`src/rtl/display_pkg.sv`:
```
// Shared types and constants for the display update queue: entry layout, FSM states,
// opcode constants and the WAIT_HI retry timeout.
package display_pkg;

    localparam int unsigned BlankW  = 1;
    localparam int unsigned OpcodeW = 3;
    localparam int unsigned RegIdxW = 4;
    localparam int unsigned ValueW  = 16;
    localparam int unsigned EntryW  = BlankW + OpcodeW + RegIdxW + ValueW;

    localparam logic [OpcodeW-1:0] OpClear = 3'b110;
    localparam logic [OpcodeW-1:0] OpDpl   = 3'b111;

    // Cycles from one start pulse to its retry when the controller never raises busy.
    localparam int unsigned WaitHiTimeout = 8;
    localparam int unsigned WaitHiTmrW    = $clog2(WaitHiTimeout);

    typedef enum logic [1:0] {
        StIdle,
        StIssue,
        StWaitHi,
        StWaitLo
    } state_e;

    typedef struct packed {
        logic [BlankW-1:0]  blank;
        logic [OpcodeW-1:0] opcode;
        logic [RegIdxW-1:0] reg_idx;
        logic [ValueW-1:0]  value;
    } entry_t;

endpackage

```
`src/rtl/display_update_queue_if.sv`:
```
// CPU-side request bus of the display update queue. The CPU is the master, the queue the slave.
interface display_update_queue_if;
    import display_pkg::*;

    logic               req_valid;
    logic               req_ready;
    logic               req_blank;
    logic [OpcodeW-1:0] req_opcode;
    logic [RegIdxW-1:0] req_reg_idx;
    logic [ValueW-1:0]  req_value;

    modport master (
        output req_valid,
        output req_blank,
        output req_opcode,
        output req_reg_idx,
        output req_value,
        input  req_ready
    );

    modport slave (
        input  req_valid,
        input  req_blank,
        input  req_opcode,
        input  req_reg_idx,
        input  req_value,
        output req_ready
    );

endinterface

```
`src/rtl/sync_fifo.sv`:
```
// Synchronous FIFO with registered count. Flush can optionally keep the head entry so a
// transfer already in flight can finish and pop it normally.
module sync_fifo #(
    parameter int unsigned WIDTH = 24,
    parameter int unsigned DEPTH = 4,
    localparam int unsigned PtrW = $clog2(DEPTH),
    localparam int unsigned CntW = $clog2(DEPTH + 1)
) (
    input  logic             clk,
    input  logic             rst,
    input  logic             push,
    input  logic             pop,
    input  logic             flush,
    input  logic             keep_head,
    input  logic [WIDTH-1:0] wdata,
    output logic [WIDTH-1:0] rdata,
    output logic [CntW-1:0]  count,
    output logic             full,
    output logic             empty
);

    logic [WIDTH-1:0] mem_q [DEPTH];
    logic [PtrW-1:0]  wptr_q, wptr_d;
    logic [PtrW-1:0]  rptr_q, rptr_d;
    logic [CntW-1:0]  count_q, count_d;
    logic             do_push;
    logic             do_pop;

    assign full    = (count_q == CntW'(DEPTH));
    assign empty   = (count_q == '0);
    assign count   = count_q;
    assign rdata   = mem_q[rptr_q];
    // Flush beats a simultaneous push; a full queue refuses even if it pops this cycle.
    assign do_push = push && !full && !flush;
    assign do_pop  = pop && !empty;

    // Pointer and count next state; pointers wrap naturally at the power-of-two depth.
    always_comb begin
        wptr_d  = wptr_q;
        rptr_d  = rptr_q;
        count_d = count_q;
        if (do_pop) begin
            rptr_d = rptr_q + PtrW'(1);
        end
        if (flush) begin
            if (keep_head && !do_pop && !empty) begin
                wptr_d  = rptr_q + PtrW'(1);
                count_d = CntW'(1);
            end else begin
                wptr_d  = rptr_d;
                count_d = '0;
            end
        end else begin
            if (do_push) begin
                wptr_d = wptr_q + PtrW'(1);
            end
            case ({do_push, do_pop})
                2'b10:   count_d = count_q + CntW'(1);
                2'b01:   count_d = count_q - CntW'(1);
                default: count_d = count_q;
            endcase
        end
    end

    // Pointer and count registers.
    always_ff @(posedge clk) begin
        if (rst) begin
            wptr_q  <= '0;
            rptr_q  <= '0;
            count_q <= '0;
        end else begin
            wptr_q  <= wptr_d;
            rptr_q  <= rptr_d;
            count_q <= count_d;
        end
    end

    // Entry storage; no reset needed since count gates every read.
    always_ff @(posedge clk) begin
        if (do_push) begin
            mem_q[wptr_q] <= wdata;
        end
    end

endmodule

```
`src/rtl/display_update_queue.sv`:
```
// Display update queue: buffers CPU display updates and hands them one at a time to the LCD
// controller using a start pulse / busy handshake with retry on a missed start.
// Optional feature: define DISP_Q_SPLASH_EN to issue one splash request after reset.
module display_update_queue
    import display_pkg::*;
#(
    parameter int unsigned DEPTH = 4
) (
    input  logic                   clk,
    input  logic                   rst,
    display_update_queue_if.slave  req,
    input  logic                   flush,
    input  logic                   lcd_busy,
    output logic                   lcd_start_update,
    output logic                   lcd_mode_splash,
    output logic                   lcd_mode_blank,
    output logic [OpcodeW-1:0]     lcd_opcode,
    output logic [RegIdxW-1:0]     lcd_reg_idx,
    output logic [ValueW-1:0]      lcd_value,
    output logic [4:0]             q_count,
    output logic                   overflow
);

    localparam int unsigned CntW = $clog2(DEPTH + 1);

    state_e                state_q, state_d;
    logic [WaitHiTmrW-1:0] tmr_q, tmr_d;
    logic                  overflow_q;
    entry_t                wr_entry;
    entry_t                head;
    logic [CntW-1:0]       count;
    logic                  full;
    logic                  empty;
    logic                  xfer_done;
    logic                  pop;
    logic                  keep_head;
    logic                  splash_active;

    assign wr_entry      = {req.req_blank, req.req_opcode, req.req_reg_idx, req.req_value};
    assign req.req_ready = !full;
    assign q_count       = 5'(count);
    assign overflow      = overflow_q;
    assign xfer_done     = (state_q == StWaitLo) && !lcd_busy;
    // The splash transfer occupies no FIFO slot, so it neither pops nor protects the head.
    assign pop           = xfer_done && !splash_active;
    assign keep_head     = (state_q != StIdle) && !splash_active;

`ifdef DISP_Q_SPLASH_EN
    logic splash_pending_q;

    // Splash stays pending from reset until its own transfer completes.
    always_ff @(posedge clk) begin
        if (rst) begin
            splash_pending_q <= 1'b1;
        end else if (xfer_done) begin
            splash_pending_q <= 1'b0;
        end
    end

    assign splash_active = splash_pending_q;
`else
    assign splash_active = 1'b0;
`endif

    sync_fifo #(
        .WIDTH (EntryW),
        .DEPTH (DEPTH)
    ) u_fifo (
        .clk       (clk),
        .rst       (rst),
        .push      (req.req_valid),
        .pop       (pop),
        .flush     (flush),
        .keep_head (keep_head),
        .wdata     (wr_entry),
        .rdata     (head),
        .count     (count),
        .full      (full),
        .empty     (empty)
    );

    // Sticky overflow: a request refused because the queue was full (flush cycles excluded).
    always_ff @(posedge clk) begin
        if (rst) begin
            overflow_q <= 1'b0;
        end else if (req.req_valid && full && !flush) begin
            overflow_q <= 1'b1;
        end
    end

    // FSM state and retry timer registers.
    always_ff @(posedge clk) begin
        if (rst) begin
            state_q <= StIdle;
            tmr_q   <= '0;
        end else begin
            state_q <= state_d;
            tmr_q   <= tmr_d;
        end
    end

    // FSM next state; WAIT_HI retries so the re-pulse lands WaitHiTimeout cycles after the last.
    always_comb begin
        state_d = state_q;
        tmr_d   = tmr_q;
        case (state_q)
            StIdle: begin
                if ((!empty || splash_active) && !lcd_busy) begin
                    state_d = StIssue;
                end
            end
            StIssue: begin
                state_d = StWaitHi;
                tmr_d   = '0;
            end
            StWaitHi: begin
                if (lcd_busy) begin
                    state_d = StWaitLo;
                end else if (tmr_q == WaitHiTmrW'(WaitHiTimeout - 2)) begin
                    state_d = StIssue;
                end else begin
                    tmr_d = tmr_q + WaitHiTmrW'(1);
                end
            end
            StWaitLo: begin
                if (!lcd_busy) begin
                    state_d = StIdle;
                end
            end
            default: state_d = StIdle;
        endcase
    end

    // Outputs: head fields held for the whole transfer, all zero while idle.
    always_comb begin
        lcd_start_update = (state_q == StIssue);
        lcd_mode_splash  = 1'b0;
        lcd_mode_blank   = 1'b0;
        lcd_opcode       = '0;
        lcd_reg_idx      = '0;
        lcd_value        = '0;
        if (state_q != StIdle) begin
            if (splash_active) begin
                lcd_mode_splash = 1'b1;
            end else begin
                lcd_mode_blank = head.blank;
                lcd_opcode     = head.opcode;
                lcd_reg_idx    = head.reg_idx;
                lcd_value      = head.value;
            end
        end
    end

endmodule

```
`src/flat_wrapper.sv`:
```
// flat-port wrapper written by rule: the top's interface ports become plain ports
module display_update_queue_flat import display_pkg::*;
#(
    parameter int unsigned DEPTH = 4
)
  (clk, rst, flush, lcd_busy, lcd_start_update, lcd_mode_splash, lcd_mode_blank, lcd_opcode, lcd_reg_idx, lcd_value, q_count, overflow, req_req_valid, req_req_blank, req_req_opcode, req_req_reg_idx, req_req_value, req_req_ready);
  display_update_queue_if req_i ();
  input  logic clk;
  input  logic rst;
  input  logic flush;
  input  logic lcd_busy;
  output logic lcd_start_update;
  output logic lcd_mode_splash;
  output logic lcd_mode_blank;
  output logic [OpcodeW-1:0] lcd_opcode;
  output logic [RegIdxW-1:0] lcd_reg_idx;
  output logic [ValueW-1:0] lcd_value;
  output logic [4:0] q_count;
  output logic overflow;
  input wire logic [$bits(req_i.req_valid)-1:0] req_req_valid;
  input wire logic [$bits(req_i.req_blank)-1:0] req_req_blank;
  input wire logic [$bits(req_i.req_opcode)-1:0] req_req_opcode;
  input wire logic [$bits(req_i.req_reg_idx)-1:0] req_req_reg_idx;
  input wire logic [$bits(req_i.req_value)-1:0] req_req_value;
  output wire logic [$bits(req_i.req_ready)-1:0] req_req_ready;
  assign req_i.req_valid = req_req_valid;
  assign req_i.req_blank = req_req_blank;
  assign req_i.req_opcode = req_req_opcode;
  assign req_i.req_reg_idx = req_req_reg_idx;
  assign req_i.req_value = req_req_value;
  assign req_req_ready = req_i.req_ready;
  display_update_queue #(.DEPTH(DEPTH)) u_core (.clk(clk), .rst(rst), .req(req_i), .flush(flush), .lcd_busy(lcd_busy), .lcd_start_update(lcd_start_update), .lcd_mode_splash(lcd_mode_splash), .lcd_mode_blank(lcd_mode_blank), .lcd_opcode(lcd_opcode), .lcd_reg_idx(lcd_reg_idx), .lcd_value(lcd_value), .q_count(q_count), .overflow(overflow));
endmodule
```
`config.mk`:
```
export PLATFORM = sky130hd
export DESIGN_NAME = display_update_queue_flat
export DESIGN_NICKNAME = d
export VERILOG_FILES = /design/src/rtl/display_pkg.sv /design/src/rtl/display_update_queue_if.sv /design/src/rtl/sync_fifo.sv /design/src/rtl/display_update_queue.sv /design/src/flat_wrapper.sv
export SDC_FILE = /design/constraint.sdc
export NUM_CORES = 1
export LEC_CHECK = 0
export ABC_AREA = 1
export CAP_MARGIN = 0
export CORE_AREA = 2 2 89 91
export DETAILED_ROUTE_END_ITERATION = 10
export DIE_AREA = 0 0 91 93
export DONT_BUFFER_PORTS = 1
export GPL_TIMING_DRIVEN = 0
export PLACE_DENSITY = 0.79
export RECOVER_POWER = 50
export SKIP_LAST_GASP = 1
export SYNTH_ARGS = -nofsm -noshare
export SYNTH_HDL_FRONTEND = slang
export SYNTH_SLANG_ARGS = --single-unit
```
`constraint.sdc`:
```
create_clock -name clk -period 2.6 [get_ports clk]
set_input_delay 0 -clock clk [delete_from_list [all_inputs] [get_ports clk]]
set_output_delay 0 -clock clk [all_outputs]
set_load 0.02 [all_outputs]
```
==> reports/metrics.yaml <==
power_and_ir_drop:
  seqPwrFrac: 0.602
  switching_share: 0.2690
  fin_total_pwr_mw: 3.274
  power_density_mw_per_mm2: 620.9
  p_int_mw: 2.393
  power.share.clock: 0.276
  switchingPower_mw: 0.8806
  p_leak_nw: 1.918
  vdd_drop_max_uv: 444.3
  p_comb_frac: 0.122
timing:
  hold_viol_final: 0
  fin_crit_sh: 0.8648
  rsz0062_at_grt: "false"
  max_slew_margin: 0.4565
  fin_crit_ps: 2248
  fmax_mhz: 444.8
  setup_viol: 0
  drv_slew: 0
  clock_skew_ps: 8.892
  fin_hold_ws_ps: 51.36
  worst_slew_pin_slew_ps: 814.4
routing:
  dr.pass1.iters: 4
  wl_mm: 9.730
  drtIter0Drc: 283
  ant_nets: 0
  route.detailed.drc: 0
  routedWlPerCell_um: 17.31
  vias: 3098
  viasPerCell: 5.512
final_layout:
  instances_no_fill: 562
  antenna_cells: 0
  drive_gt1_frac: 0.1000
  fill_cells: 521
  syn2layout_area_growth_pct: 14.64
  utilization: 0.7005
  fin_nets: 491
clock_tree:
  clk_latency_ps: 370
  cts_tree: "done"
  clock-sinks: 109
  cts_buffers: 9
  clk_path_buf_depth: 2
  cts-resized-gates: 0
  clk_pin_slew_worst_paths_ps: 100
  htree_levels: 3
  cts-root-buf: "clkbuf_8"
setup_path:
  cpPeakStageDelay_ps: 440
  cp_data_arrival_time_ps: 2560
  crit_required_ps: 2910
  start_kind: "register"
  r2r_slack_ps: 350
  crit_slowest_cell: "dfxtp_1"
  startpoint: "u_core.u_fifo.count[0]$_SDFFE_PP0P_"
  critPathMaxFanout: 6
  worst_setup_path_end_kind: "register"
  r2r_start: "u_core.u_fifo.count[0]$_SDFFE_PP0P_"
  worstSetupPathType: "register to register"
  crit_chain: "nor2_1, nand2_1, nand2_4, clkinv_4, nand2_4, inv_1, fa_1, xor2_1, nand3b_1, nand2_1, nand2_1, a21oi_1"
  cpMostUsedCell: "nand2_1"
logic_synthesis:
  synth_area_leaders: "edfxtp_1 (63%), nor2_1 (8.9%), dfxtp_1 (5.7%)"
  synth_edf_count: 96
  ys_seq_area_frac: 0.6834
  yosys_warnings: 0
  synth_top_area_share: 0.6268
  synth-seq-cells: 109
  synth_cell_types: 31
  ys.flop_type: "edfxtp_1"
  synth_cells: 410
  async_reset_ff_frac: 0
  netlist_area_mm2: 0.004599
  synth_area_per_cell_um2: 11.22
  synth_area_leader_cell: "edfxtp_1"
placement:
  dpl.cell_count: 518
  dp_hpwl_mm: 6.342
  gp_congestion: 0.7633
  port_buffers: 0
global_route:
  antenna_found_initial: 0
  grt_util_met2: 0.4259
  grt_usage: 0.2431
  busiest_layer: "met2"
  grt_pass1_wl_mm: 15.38
  grt_pass1_vias: 3027
  grt_use_met1: 0.2987
  grt_overflow: 0
  met3_usage: 0.04674
  grt_max_degree: 18
die:
  die_w_um: 91
  ios: 62
  dieArea_mm2: 0.008463
  row_count: 32
  core_mm2: 0.007527
  die_h_um: 93
  start_util: 0.6110
worst_hold_path:
  min_from: "lcd_busy"
  holdCritPathClass: "input port to register"
flow_run:
  cap_violations: 0
run_status:
  status: "complete, no violations"
## worst paths after layout
kind | to | cells past startpoint
min | u_core.u_fifo.wptr_q[1]$_SDFFE_PP0P_ | 5
max reg2reg | u_core.u_fifo.count[2]$_SDFFE_PP0P_ | 12
min reg2reg | u_core.tmr_q[0]$_SDFFE_PP0P_ | 1
max | u_core.u_fifo.count[2]$_SDFFE_PP0P_ | 12
## cell type report
type	count	area [um^2]	area share
flip-flops and latches	109	3143	0.5961
multi-input cells	256	1245	0.2361
repair buffers	32	377.9	0.07167
clock buffers	10	127.6	0.02420
well taps	102	127.6	0.02420
plain buffers	22	112.6	0.02136
inverters	25	98.84	0.01875
clock inverters	6	40.04	0.007594
## critical path, delay by kind of cell (launching register included)
| kind | cells | cell delay (ps) |
|---|---|---|
| XOR/XNOR | 1 | 160 |
| flip-flops | 1 | 440 |
| AO/OA/AOI/OAI | 1 | 120 |
| buffers and inverters | 2 | 120 |
| AND/OR/NAND/NOR | 7 | 990 |
| adder cells (fa/ha/maj) | 1 | 370 |
## layout by cell type, fill, tap and decap left out, types with 7 or more instances in the layout
master and instances:
buf_4 7, nand2_1 25, o21ai_0 50, nor2_1 106, dfxtp_1 13, clkbuf_8 9
edfxtp_1 96, a21oi_1 31, inv_1 20, clkbuf_1 13, dlygate4sd3_1 28
## sequential cells by signal, indices dropped and copies added, names as in the netlist
register              count
u_core.overflow           1
u_core.tmr_q              3
u_core.u_fifo.rptr_q      2
u_core.u_fifo.count       3
u_core.u_fifo.mem_q      96
u_core.u_fifo.wptr_q      2
u_core.state_q            2
## through the flow
step	area (um^2)	setup TNS [ps]	worst slack, ps
2_1_floorplan	4607	0	264.9
3_3_place_gp	4735	-48170	-521.4
3_5_place_dp	4842	0	442.1
4_1_cts	5290	0	406.4
5_1_grt	5273	0	182.7
6_report	5273	0	351.6
## power groups by stage
| stage | logic, mW | clock network (mW) | registers (mW) |
|---|---|---|---|
| final | 0.399 | 0.905 | 1.97 |
| after global routing | 0.431 | 0.973 | 1.98 |
| after CTS | 0.401 | 0.916 | 1.97 |
| after detailed placement | 0.349 | 0 | 2.01 |
| after global placement | 0.328 | 0 | 2.01 |
| after floorplan | 0.265 | 0 | 2.01 |
## Yosys cell counts (all sizes together), types with 2 or more instances
master  count
nor2      112
dfxtp      13
nand2      31
buf        12
nor3        2
a21oi      32
edfxtp     96
o21ai      56
inv        24
clkbuf     10
xor2        3
ha          6
nand3       3
## kinds of logic after synthesis
logic type,count (synthesis),synth area share
DFF,109,0.6834
xor gates and xnor gates,3,0.005714
other,1,0.0008153
buffers and inverters,47,0.04652
and+or+nand+nor,152,0.1398
adders and majority gates,7,0.02067
AOI/OAI and AO/OA,91,0.1031
## routing by layer
layer,vias up,wire [um]
met1,1480,3999
met2,118,5056
met4,0,151
met3,12,522
li1,1488,-
met5,-,0
## timing repair
action	4_1_cts	5_1_grt
hold buffers	28	0
hold endpoints to repair	106	0
setup buffers	0	0
Note: power is estimated with default switching activity, not from simulation.
